[config.mk]
export PLATFORM = sky130hd
export DESIGN_NAME = alu_exec_flat
export DESIGN_NICKNAME = d
export VERILOG_FILES = /design/src/rtl/alu_exec_if.sv /design/src/rtl/alu_exec.sv /design/src/flat_wrapper.sv
export SDC_FILE = /design/constraint.sdc
export NUM_CORES = 1
export LEC_CHECK = 0
export ABC_AREA = 1
export ABC_CLOCK_PERIOD_IN_PS = 2500
export CORE_ASPECT_RATIO = 2
export CORE_MARGIN = 5
export CORE_UTILIZATION = 32
export DETAILED_ROUTE_END_ITERATION = 6
export PLACE_DENSITY = 0.46
export RECOVER_POWER = 50
export SYNTH_ARGS = -nofsm -noshare
export SYNTH_HDL_FRONTEND = slang
export SYNTH_SLANG_ARGS = --single-unit
[constraint.sdc]
create_clock -name clk -period 2.5 [get_ports clk]
set_input_delay 0.375 -clock clk [delete_from_list [all_inputs] [get_ports clk]]
set_output_delay 0.375 -clock clk [all_outputs]
set_load 0.03 [all_outputs]
[src/rtl/alu_exec_if.sv]
// alu_exec_if: controller-to-ALU command and result bundle
interface alu_exec_if;
  logic        alu_en;
  logic [7:0]  alu_op;
  logic [1:0]  op2_dir;
  logic [31:0] rs1_data;
  logic [31:0] rs2_data;
  logic [31:0] instr;
  logic [31:0] result;
  logic        zero;
  logic        busy;
  logic        done;
  logic        illegal_op;
  modport master (
    output alu_en, alu_op, op2_dir, rs1_data, rs2_data, instr,
    input  result, zero, busy, done, illegal_op
  );
  modport slave (
    input  alu_en, alu_op, op2_dir, rs1_data, rs2_data, instr,
    output result, zero, busy, done, illegal_op
  );
endinterface

[src/rtl/alu_exec.sv]
// alu_exec: single-cycle ALU plus iterative shift-add MUL and restoring signed DIV
module alu_exec #(
  parameter int XLEN           = 32,
  parameter int BITS_PER_CYCLE = 1
) (
  input  logic       clk,
  input  logic       rst_n,
  alu_exec_if.slave  alu
);
  localparam int N  = XLEN / BITS_PER_CYCLE;
  localparam int CW = $clog2(N) + 1;
  typedef enum logic [1:0] {IDLE, MUL_RUN, DIV_RUN, DIV_FIX} state_t;
  state_t r_state, w_next;
  logic [CW-1:0]   r_cnt;
  logic [XLEN-1:0] r_a, r_b, r_acc, r_quo, r_div, r_result;
  logic [XLEN:0]   r_rem;
  logic            r_neg, r_zero, r_done, r_ill;
  logic [XLEN-1:0] w_op2, w_alu, w_acc_n, w_a_n, w_b_n, w_quo_n, w_q;
  logic [XLEN:0]   w_rem_n;
  logic            w_mul, w_div, w_div_sp, w_last;
  assign w_op2 = alu.op2_dir == 2'b00 ? alu.rs2_data :
                 alu.op2_dir == 2'b10 ? {{20{alu.instr[31]}}, alu.instr[31:20]} : '0;
  assign w_mul    = alu.alu_op == 8'd3;
  assign w_div    = alu.alu_op == 8'd4;
  assign w_div_sp = w_op2 == '0 || (alu.rs1_data == 32'h8000_0000 && w_op2 == 32'hFFFF_FFFF);
  assign w_last   = r_cnt == CW'(N - 1);
  assign w_q      = r_neg ? -r_quo : r_quo;
  always_comb begin
    w_alu = '0;
    case (alu.alu_op)
      8'd0, 8'd1: w_alu = alu.rs1_data + w_op2;
      8'd2:       w_alu = alu.rs1_data - w_op2;
      8'd4:       w_alu = w_op2 == '0 ? 32'hFFFF_FFFF : 32'h8000_0000;
      8'd5:       w_alu = alu.rs1_data << w_op2[4:0];
      8'd6:       w_alu = alu.rs1_data >> w_op2[4:0];
      8'd7:       w_alu = alu.rs1_data & w_op2;
      8'd8:       w_alu = alu.rs1_data | w_op2;
      8'd9:       w_alu = ~alu.rs1_data;
      8'd10:      w_alu = alu.rs1_data ^ w_op2;
      8'd11:      w_alu = {alu.instr[31:12], 12'b0};
      default:    w_alu = '0;
    endcase
  end
  always_comb begin
    w_acc_n = r_acc;
    for (int k = 0; k < BITS_PER_CYCLE; k++)
      if (r_b[k]) w_acc_n = w_acc_n + (r_a << k);
    w_a_n = r_a << BITS_PER_CYCLE;
    w_b_n = r_b >> BITS_PER_CYCLE;
  end
  // restoring divide: dividend bits shift from r_quo into the remainder, quotient bits fill in behind
  always_comb begin
    w_rem_n = r_rem;
    w_quo_n = r_quo;
    for (int k = 0; k < BITS_PER_CYCLE; k++) begin
      w_rem_n = {w_rem_n[XLEN-1:0], w_quo_n[XLEN-1]};
      w_quo_n = {w_quo_n[XLEN-2:0], 1'b0};
      if (w_rem_n >= {1'b0, r_div}) begin
        w_rem_n    = w_rem_n - {1'b0, r_div};
        w_quo_n[0] = 1'b1;
      end
    end
  end
  always_ff @(posedge clk or negedge rst_n)
    if (!rst_n) r_state <= IDLE;
    else        r_state <= w_next;
  always_comb begin
    w_next = r_state;
    case (r_state)
      IDLE:    w_next = !alu.alu_en ? IDLE : w_mul ? MUL_RUN : (w_div && !w_div_sp) ? DIV_RUN : IDLE;
      MUL_RUN: w_next = w_last ? IDLE : MUL_RUN;
      DIV_RUN: w_next = w_last ? DIV_FIX : DIV_RUN;
      default: w_next = IDLE;
    endcase
  end
  always_comb begin
    alu.busy       = r_state != IDLE;
    alu.result     = r_result;
    alu.zero       = r_zero;
    alu.done       = r_done;
    alu.illegal_op = r_ill;
  end
  always_ff @(posedge clk or negedge rst_n) begin
    if (!rst_n) begin
      r_cnt    <= '0;
      r_a      <= '0;
      r_b      <= '0;
      r_acc    <= '0;
      r_quo    <= '0;
      r_div    <= '0;
      r_rem    <= '0;
      r_neg    <= 1'b0;
      r_result <= '0;
      r_zero   <= 1'b1;
      r_done   <= 1'b0;
      r_ill    <= 1'b0;
    end else begin
      r_done <= 1'b0;
      r_ill  <= 1'b0;
      case (r_state)
        IDLE: if (alu.alu_en) begin
          r_cnt <= '0;
          if (w_mul) begin
            r_a   <= alu.rs1_data;
            r_b   <= w_op2;
            r_acc <= '0;
          end else if (w_div && !w_div_sp) begin
            r_neg <= alu.rs1_data[XLEN-1] ^ w_op2[XLEN-1];
            r_quo <= alu.rs1_data[XLEN-1] ? -alu.rs1_data : alu.rs1_data;
            r_div <= w_op2[XLEN-1] ? -w_op2 : w_op2;
            r_rem <= '0;
          end else begin
            r_result <= w_alu;
            r_zero   <= w_alu == '0;
            r_done   <= 1'b1;
            r_ill    <= alu.alu_op > 8'd11;
          end
        end
        MUL_RUN: begin
          r_a   <= w_a_n;
          r_b   <= w_b_n;
          r_acc <= w_acc_n;
          r_cnt <= r_cnt + 1'b1;
          if (w_last) begin
            r_result <= w_acc_n;
            r_zero   <= w_acc_n == '0;
            r_done   <= 1'b1;
          end
        end
        DIV_RUN: begin
          r_quo <= w_quo_n;
          r_rem <= w_rem_n;
          r_cnt <= r_cnt + 1'b1;
        end
        default: begin
          r_result <= w_q;
          r_zero   <= w_q == '0;
          r_done   <= 1'b1;
        end
      endcase
    end
  end
endmodule

[src/flat_wrapper.sv]
// flat-port wrapper written by rule: the top's interface ports become plain ports
module alu_exec_flat 
#(
  parameter int XLEN           = 32,
  parameter int BITS_PER_CYCLE = 1
)
  (clk, rst_n, alu_alu_en, alu_alu_op, alu_op2_dir, alu_rs1_data, alu_rs2_data, alu_instr, alu_result, alu_zero, alu_busy, alu_done, alu_illegal_op);
  alu_exec_if alu_i ();
  input  logic clk;
  input  logic rst_n;
  input wire logic [$bits(alu_i.alu_en)-1:0] alu_alu_en;
  input wire logic [$bits(alu_i.alu_op)-1:0] alu_alu_op;
  input wire logic [$bits(alu_i.op2_dir)-1:0] alu_op2_dir;
  input wire logic [$bits(alu_i.rs1_data)-1:0] alu_rs1_data;
  input wire logic [$bits(alu_i.rs2_data)-1:0] alu_rs2_data;
  input wire logic [$bits(alu_i.instr)-1:0] alu_instr;
  output wire logic [$bits(alu_i.result)-1:0] alu_result;
  output wire logic [$bits(alu_i.zero)-1:0] alu_zero;
  output wire logic [$bits(alu_i.busy)-1:0] alu_busy;
  output wire logic [$bits(alu_i.done)-1:0] alu_done;
  output wire logic [$bits(alu_i.illegal_op)-1:0] alu_illegal_op;
  assign alu_i.alu_en = alu_alu_en;
  assign alu_i.alu_op = alu_alu_op;
  assign alu_i.op2_dir = alu_op2_dir;
  assign alu_i.rs1_data = alu_rs1_data;
  assign alu_i.rs2_data = alu_rs2_data;
  assign alu_i.instr = alu_instr;
  assign alu_result = alu_i.result;
  assign alu_zero = alu_i.zero;
  assign alu_busy = alu_i.busy;
  assign alu_done = alu_i.done;
  assign alu_illegal_op = alu_i.illegal_op;
  alu_exec #(.XLEN(XLEN), .BITS_PER_CYCLE(BITS_PER_CYCLE)) u_core (.clk(clk), .rst_n(rst_n), .alu(alu_i));
endmodule
==> reports/qor.yml, run 1 <==
placement:
  gp_congestion: 1.05
  io_buffer_count: 132
  dp_slack_ps: -2890
  dp_hpwl_um: 129000
  place_inst: 6351
route:
  num_vias: 34800
  wl_um: 159000
  post_drt_wl_per_cell_um: 24.3
  ant_nets: 0
  post_drt_via_cell_ratio: 5.32
  drc: 0
  drtIter0Drc: 2308
  dr.pass1.iters: 6
cells_and_area:
  multi_input_area_um2: 20600
  syn2layout_area_growth_pct: 64.0
  stdcell_count: 6530
  seq_area_um2: 5910
  fillers: 8436
  final_layout_size_suffix_gt1_frac: 0.352
  nNetsFinal: 5745
die:
  die_x_um: 211
  die_y_um: 411
  design.core.area_um2: 80200
  io_pins: 145
  fp-row-count: 147
  die_area_um2: 86700
  start_util: 0.322
yosys:
  synth_edf_count: 0
  synthDistinctLibCells: 56
  yosysTopAreaCellShare: 0.228
  yosys-top-cells-area: "dfrtp_1 (23%), nand2_1 (17%), nand3_1 (10%)"
  syn_nets: 4533
  yosysTopAreaCell: "dfrtp_1"
  avgSynthCellArea_um2: 6.06
  yosys-top-cells-count: "nand2_1 (1,196), nand3_1 (534), nor2_1 (434)"
  syn_area_um2: 25800
  synthCells: 4252
  yosysWarnings: 0
  synth_flop_cell: "dfrtp_1"
  async_reset_ff_frac: 1.00
  synth-seq-area-share: 0.229
  synth.most_common_cell: "nand2_1"
  ys_ff_latch: 236
timing:
  fin_crit_ps: 3770
  finClkSkew_ps: 47.1
  worstMarginPinSlew_ps: 1730
  grt_setup_unrepaired: "true"
  post-route-period-util: 1.51
  fmax_ghz: 0.265
  slew_headroom: -0.156
  hold_violations: 0
  setup_ws_ps: -1270
  slew_viol_final: 57
  finalSetupViolCount: 120
global_routing:
  grt_pass1_wl_um: 221000
  grt_max_degree: 64
  grt_overflow: 0
  grt_usage: 0.344
  grt_pass1_vias: 34700
  antenna_found_initial: 6
pwr:
  pwr-share-comb: 0.692
  switching_share: 0.475
  p_leak_nw: 20.9
  power_switching_mw: 15.6
  p_int_mw: 17.3
  p_per_area_nw_per_um2: 779
  p_seq_frac: 0.176
  clockPowerShare: 0.132
  vdd.ir_drop.worst_mv: 0.597
critical_path:
  cp_max_fo: 4
  start_kind: "primary input"
  crit_type: "in -> reg"
  critical_path.max_stage_delay_ps: 270
  cp_common_cell: "nand2_1"
  end_kind: "flop"
  cp_slowest_cell: "ha_4"
  critPathRequiredTime_ps: 3020
  critical_path_arrival_ps: 4290
outcome:
  status: "finished with violations"
  violations: "max-capacitance violations, max-slew violations, negative setup slack"
clock_network:
  clock_latency_ps: 620
  cts.sinks: 236
  root_buffer: "clkbuf_16"
  cts.path.max_buffers: 3
  cts_tree: "built"
  clk_transition_reported_paths_ps: 70
  h-tree-depth: 1
  numCtsBuffers: 27
job:
  maxCapViolations: 1
hold_path:
  hp-class: "in -> reg"
## worst max-delay path, delay by kind of cell
family          cells  cell delay [ps]
simple gates       23             2080
fa+ha+maj           2              400
compound gates      1               70
xor+xnor            1              130
buf+inv            12             1180
## layer usage
metal | global-route usage | vias to the layer above | share of wire
li1 | - | 16600 | -
met4 | 0.295 | 2 | 0.11
met3 | 0.0326 | 553 | 0.042
met2 | 0.628 | 1226 | 0.51
met1 | 0.343 | 16400 | 0.34
met5 | 0 | - | 0.000050
## worst paths after layout
| check | slack [ps] | end | cells past startpoint | start |
|---|---|---|---|---|
| worst max-delay path | -1270 | u_core.alu.zero | 39 | alu_op2_dir[0] |
| worst min-delay path | 430 | u_core.alu.illegal_op | 3 | alu_alu_op[2] |
| worst max register to register | -650 | u_core.alu.zero | 18 | u_core.r_a[0] |
| worst min register to register | 480 | u_core.r_b[16] | 2 | u_core.r_b[16] |
| max in group asynchronous | 200 | u_core.r_b[8] | 3 | rst_n |
| min in group asynchronous | 760 | u_core.r_div[7] | 2 | rst_n |
## power groups by stage
stage | registers (mW) | clock network (mW) | logic, mW
2_1_floorplan | 6.10 | 0 | 9.41
3_5_place_dp | 5.80 | 0 | 20.3
4_1_cts | 5.74 | 4.46 | 20.9
3_3_place_gp | 5.80 | 0 | 20.2
6_report | 5.81 | 4.35 | 22.8
5_1_grt | 5.93 | 4.57 | 24.7
## stage by stage
step           power (mW)  hold WS, ps  setup TNS (ps)  cell area (um2)  utilization
5_1_grt              35.2          402          -61960            42300        0.527
4_1_cts              31.1          314          -67190            39000        0.486
6_report             33.0          429          -36710            42300        0.527
3_5_place_dp         26.1          373         -246150            36700        0.457
2_1_floorplan        15.5         79.4          -44050            26100            -
3_3_place_gp         26.0          368         -245850            36700        0.457
## layout make-up
class | instances | share of cell area
inverters | 402 | 0.0373
clock inverters | 18 | 0.00471
diodes | 2 | 0.000118
repair buffers | 1371 | 0.282
multi-input cells | 3425 | 0.488
flip-flops and latches | 236 | 0.140
repair inverters | 1 | 0.000178
well taps | 1043 | 0.0309
clock buffers | 32 | 0.0171
## state kept, by name, indices dropped and copies added (netlist names), 2 cells and up
register and count:
u_core.alu.result 32, u_core.r_a 32, u_core.r_acc 32, u_core.r_b 32, u_core.r_div 32, u_core.r_quo 32
u_core.r_rem 32, u_core.r_cnt 6, u_core.r_state 2
## cells by family (layout without fill, tap and decap cells)
group / after synthesis / after routing / synth area share
fa+ha+maj: 172 / 172 / 0.0843
mux: 1 / 1 / 0.000388
simple gates: 2358 / 2358 / 0.389
buf+inv: 591 / 1824 / 0.0943
xor+xnor: 103 / 103 / 0.0350
other cells: 0 / 2 / 0
flops: 236 / 236 / 0.229
compound gates: 791 / 791 / 0.167
## what timing repair did
item | 4_1_cts | 5_1_grt
buffers inserted | 41 | 81
endpoints found under the hold margin | 46 | 0
gates resized for setup | 308 | 681
cloned | 0 | 17
pin swaps | 152 | 296
setup endpoints to repair | 150 | 170
hold buffers | 1 | 0
## layout by cell type (no fill, tap or decap), types with 112 or more instances in the layout
cell type / n
buf_4: 1070
nand2_1: 1055
nand3_1: 467
inv_1: 343
nor2_1: 338
o21ai_0: 246
dfrtp_1: 235
a21oi_1: 162
ha_1: 130
o21ai_1: 112
Power figures use the tool's default switching activity.
==> run 2, diff against run 1 <==
--- a/config.mk
+++ b/config.mk
@@ -13,6 +13,7 @@
 export DETAILED_ROUTE_END_ITERATION = 6
 export PLACE_DENSITY = 0.46
 export RECOVER_POWER = 50
+export REMOVE_ABC_BUFFERS = 1
 export SYNTH_ARGS = -nofsm -noshare
 export SYNTH_HDL_FRONTEND = slang
 export SYNTH_SLANG_ARGS = --single-unit
==> reports/qor.yml, run 2 (synthesis gave the netlist of run 1 again) <==
clock_network:
  clk_transition_reported_paths_ps: 70
  cts.sinks: 236
  clock_latency_ps: 610
  h-tree-depth: 1
  cts.path.max_buffers: 3
  numCtsBuffers: 27
  root_buffer: "clkbuf_16"
  cts_tree: "built"
placement:
  io_buffer_count: 132
  dp_hpwl_um: 131000
  placed_cell_area_um2: 36500
  dp_slack_ps: -2980
  gp_congestion: 1.09
global_routing:
  grt_pass1_vias: 35500
  grt_max_degree: 63
  grt_pass1_wl_um: 231000
  antenna_found_initial: 7
  grt_overflow: 0
  grt_usage: 0.363
pwr:
  p_per_area_nw_per_um2: 785
  p_leak_nw: 20.6
  vdd.ir_drop.worst_mv: 0.621
route:
  post_drt_wl_per_cell_um: 25.0
  num_vias: 35100
  post_drt_via_cell_ratio: 5.38
  drc: 0
  ant_nets: 0
  wl_um: 163000
  dr.pass1.iters: 6
  drtIter0Drc: 2465
timing:
  setup_ws_ps: -1170
  timing.hold.ws_ps: 457
  slew_viol_final: 62
  hold_violations: 0
  finClkSkew_ps: 28.4
  finalSetupViolCount: 139
  post-route-period-util: 1.47
  worstMarginPinSlew_ps: 1850
  fin_crit_ps: 3670
  slew_headroom: -0.231
  fmax_ghz: 0.272
  grt_setup_unrepaired: "true"
die:
  die_area_um2: 86700
  io_pins: 145
  start_util: 0.322
  die_x_um: 211
  die_y_um: 411
  design.core.area_um2: 80200
  fp-row-count: 147
critical_path:
  cp_top_family: "simple AND/OR/NAND/NOR gates"
  critPathRequiredTime_ps: 3040
  critical_path.max_stage_delay_ps: 430
  start_kind: "primary input"
  crit_type: "in -> reg"
  cp_max_fo: 5
  cp_slowest_cell: "ha_2"
  end_kind: "flop"
  cp_common_cell: "nand3_4"
  critical_path_arrival_ps: 4210
  crit_buf_inv: 9
cells_and_area:
  final_layout_size_suffix_gt1_frac: 0.331
  stdcell_area_um2: 41400
  syn2layout_area_growth_pct: 60.7
  fin_util: 0.517
  fillers: 8489
  layout_common_cells: "buf_4 (1,100), nand2_1 (1,084), nand3_1 (490)"
  multi_input_area_um2: 19900
  nNetsFinal: 5742
  mostFrequentLayoutCell: "buf_4"
  seq_area_um2: 5910
outcome:
  status: "finished with violations"
  violations: "max-capacitance violations, max-slew violations, negative setup slack"
job:
  maxCapViolations: 1
hold_path:
  hp-class: "in -> reg"
==> run 2: cell count changes in the layout (fill, tap and decap cells not counted), moves of 23 or more <==
cell and change:
buf_4 +30, nand3_1 +23, buf_6 -25, o21ai_1 -31
o21ai_0 +50, nand2_1 +29
==> run 2: metal layers <==
layer	routed length (um)	GRT usage
met1	52900	0.350
met2	80300	0.644
met3	8660	0.0506
met4	21100	0.353
met5	0	0
==> run 2: path summary, 6_finish.rpt <==
check | startpoint | to | slack [ps] | cells after the start
setup reg to reg | u_core.r_acc[1] | u_core.alu.zero | -540 | 19
min in group asynchronous | rst_n | u_core.r_rem[18] | 760 | 2
max in group asynchronous | rst_n | u_core.alu.result[6] | 190 | 3
setup / recovery | alu_op2_dir[1] | u_core.alu.result[25] | -1170 | 30
hold / removal | alu_rs1_data[4] | u_core.r_a[4] | 460 | 4
hold reg to reg | u_core.r_b[18] | u_core.r_b[18] | 480 | 2
==> run 2: area by class of cell <==
type	count	share of cell area
Timing Repair inverter	1	0.000181
Sequential cell	236	0.143
Clock buffer	34	0.0179
Clock inverter	16	0.00613
Antenna cell	4	0.000242
Tap cell	1043	0.0315
Multi-Input combinational cell	3425	0.481
Inverter	402	0.0374
Timing Repair Buffer	1368	0.283
==> run 2: stage by stage <==
| stage | power (mW) | std cells | TNS, ps |
|---|---|---|---|
| 3_5_place_dp | 25.9 | 6357 | -258320 |
| 2_1_floorplan | 15.1 | 4063 | -486670 |
| 6_report | 32.5 | 6529 | -59340 |
| 3_3_place_gp | 25.9 | 6357 | -252950 |
| 4_1_cts | 31.8 | 6490 | -53120 |
| 5_1_grt | 34.6 | 6527 | -79300 |
==> run 2: where the power goes <==
group,internal [mW],switching (mW),leakage (nW)
clock,2.66,1.92,0.489
combinational,9.31,12.6,17.2
sequential,4.98,1.06,2.90
total,16.9,15.6,20.6
==> run 2: timing repair <==
action | 4_1_cts | 5_1_grt
pin swaps | 160 | 173
hold endpoints to repair | 55 | 0
setup buffers | 73 | 42
hold buffers | 1 | 0
gates cloned | 12 | 0
gates resized for setup | 543 | 295
setup endpoints to repair | 155 | 156
==> run 2: worst register-to-register path, stage by stage (launching register included) <==
cell and delay [ps]:
dfrtp_1 420, buf_4 150, ha_1 300, nand3_1 130
nand2_2 110, nand2_1 80, nand2_1 100, buf_4 150
or2_2 260, nand3_1 100, nand2_1 70, nor2_1 110
nand4_1 110, nor2_1 250, nand4_1 120, nor2_1 160
nand3_1 160, nand3_1 120, nand2_1 50, inv_1 50
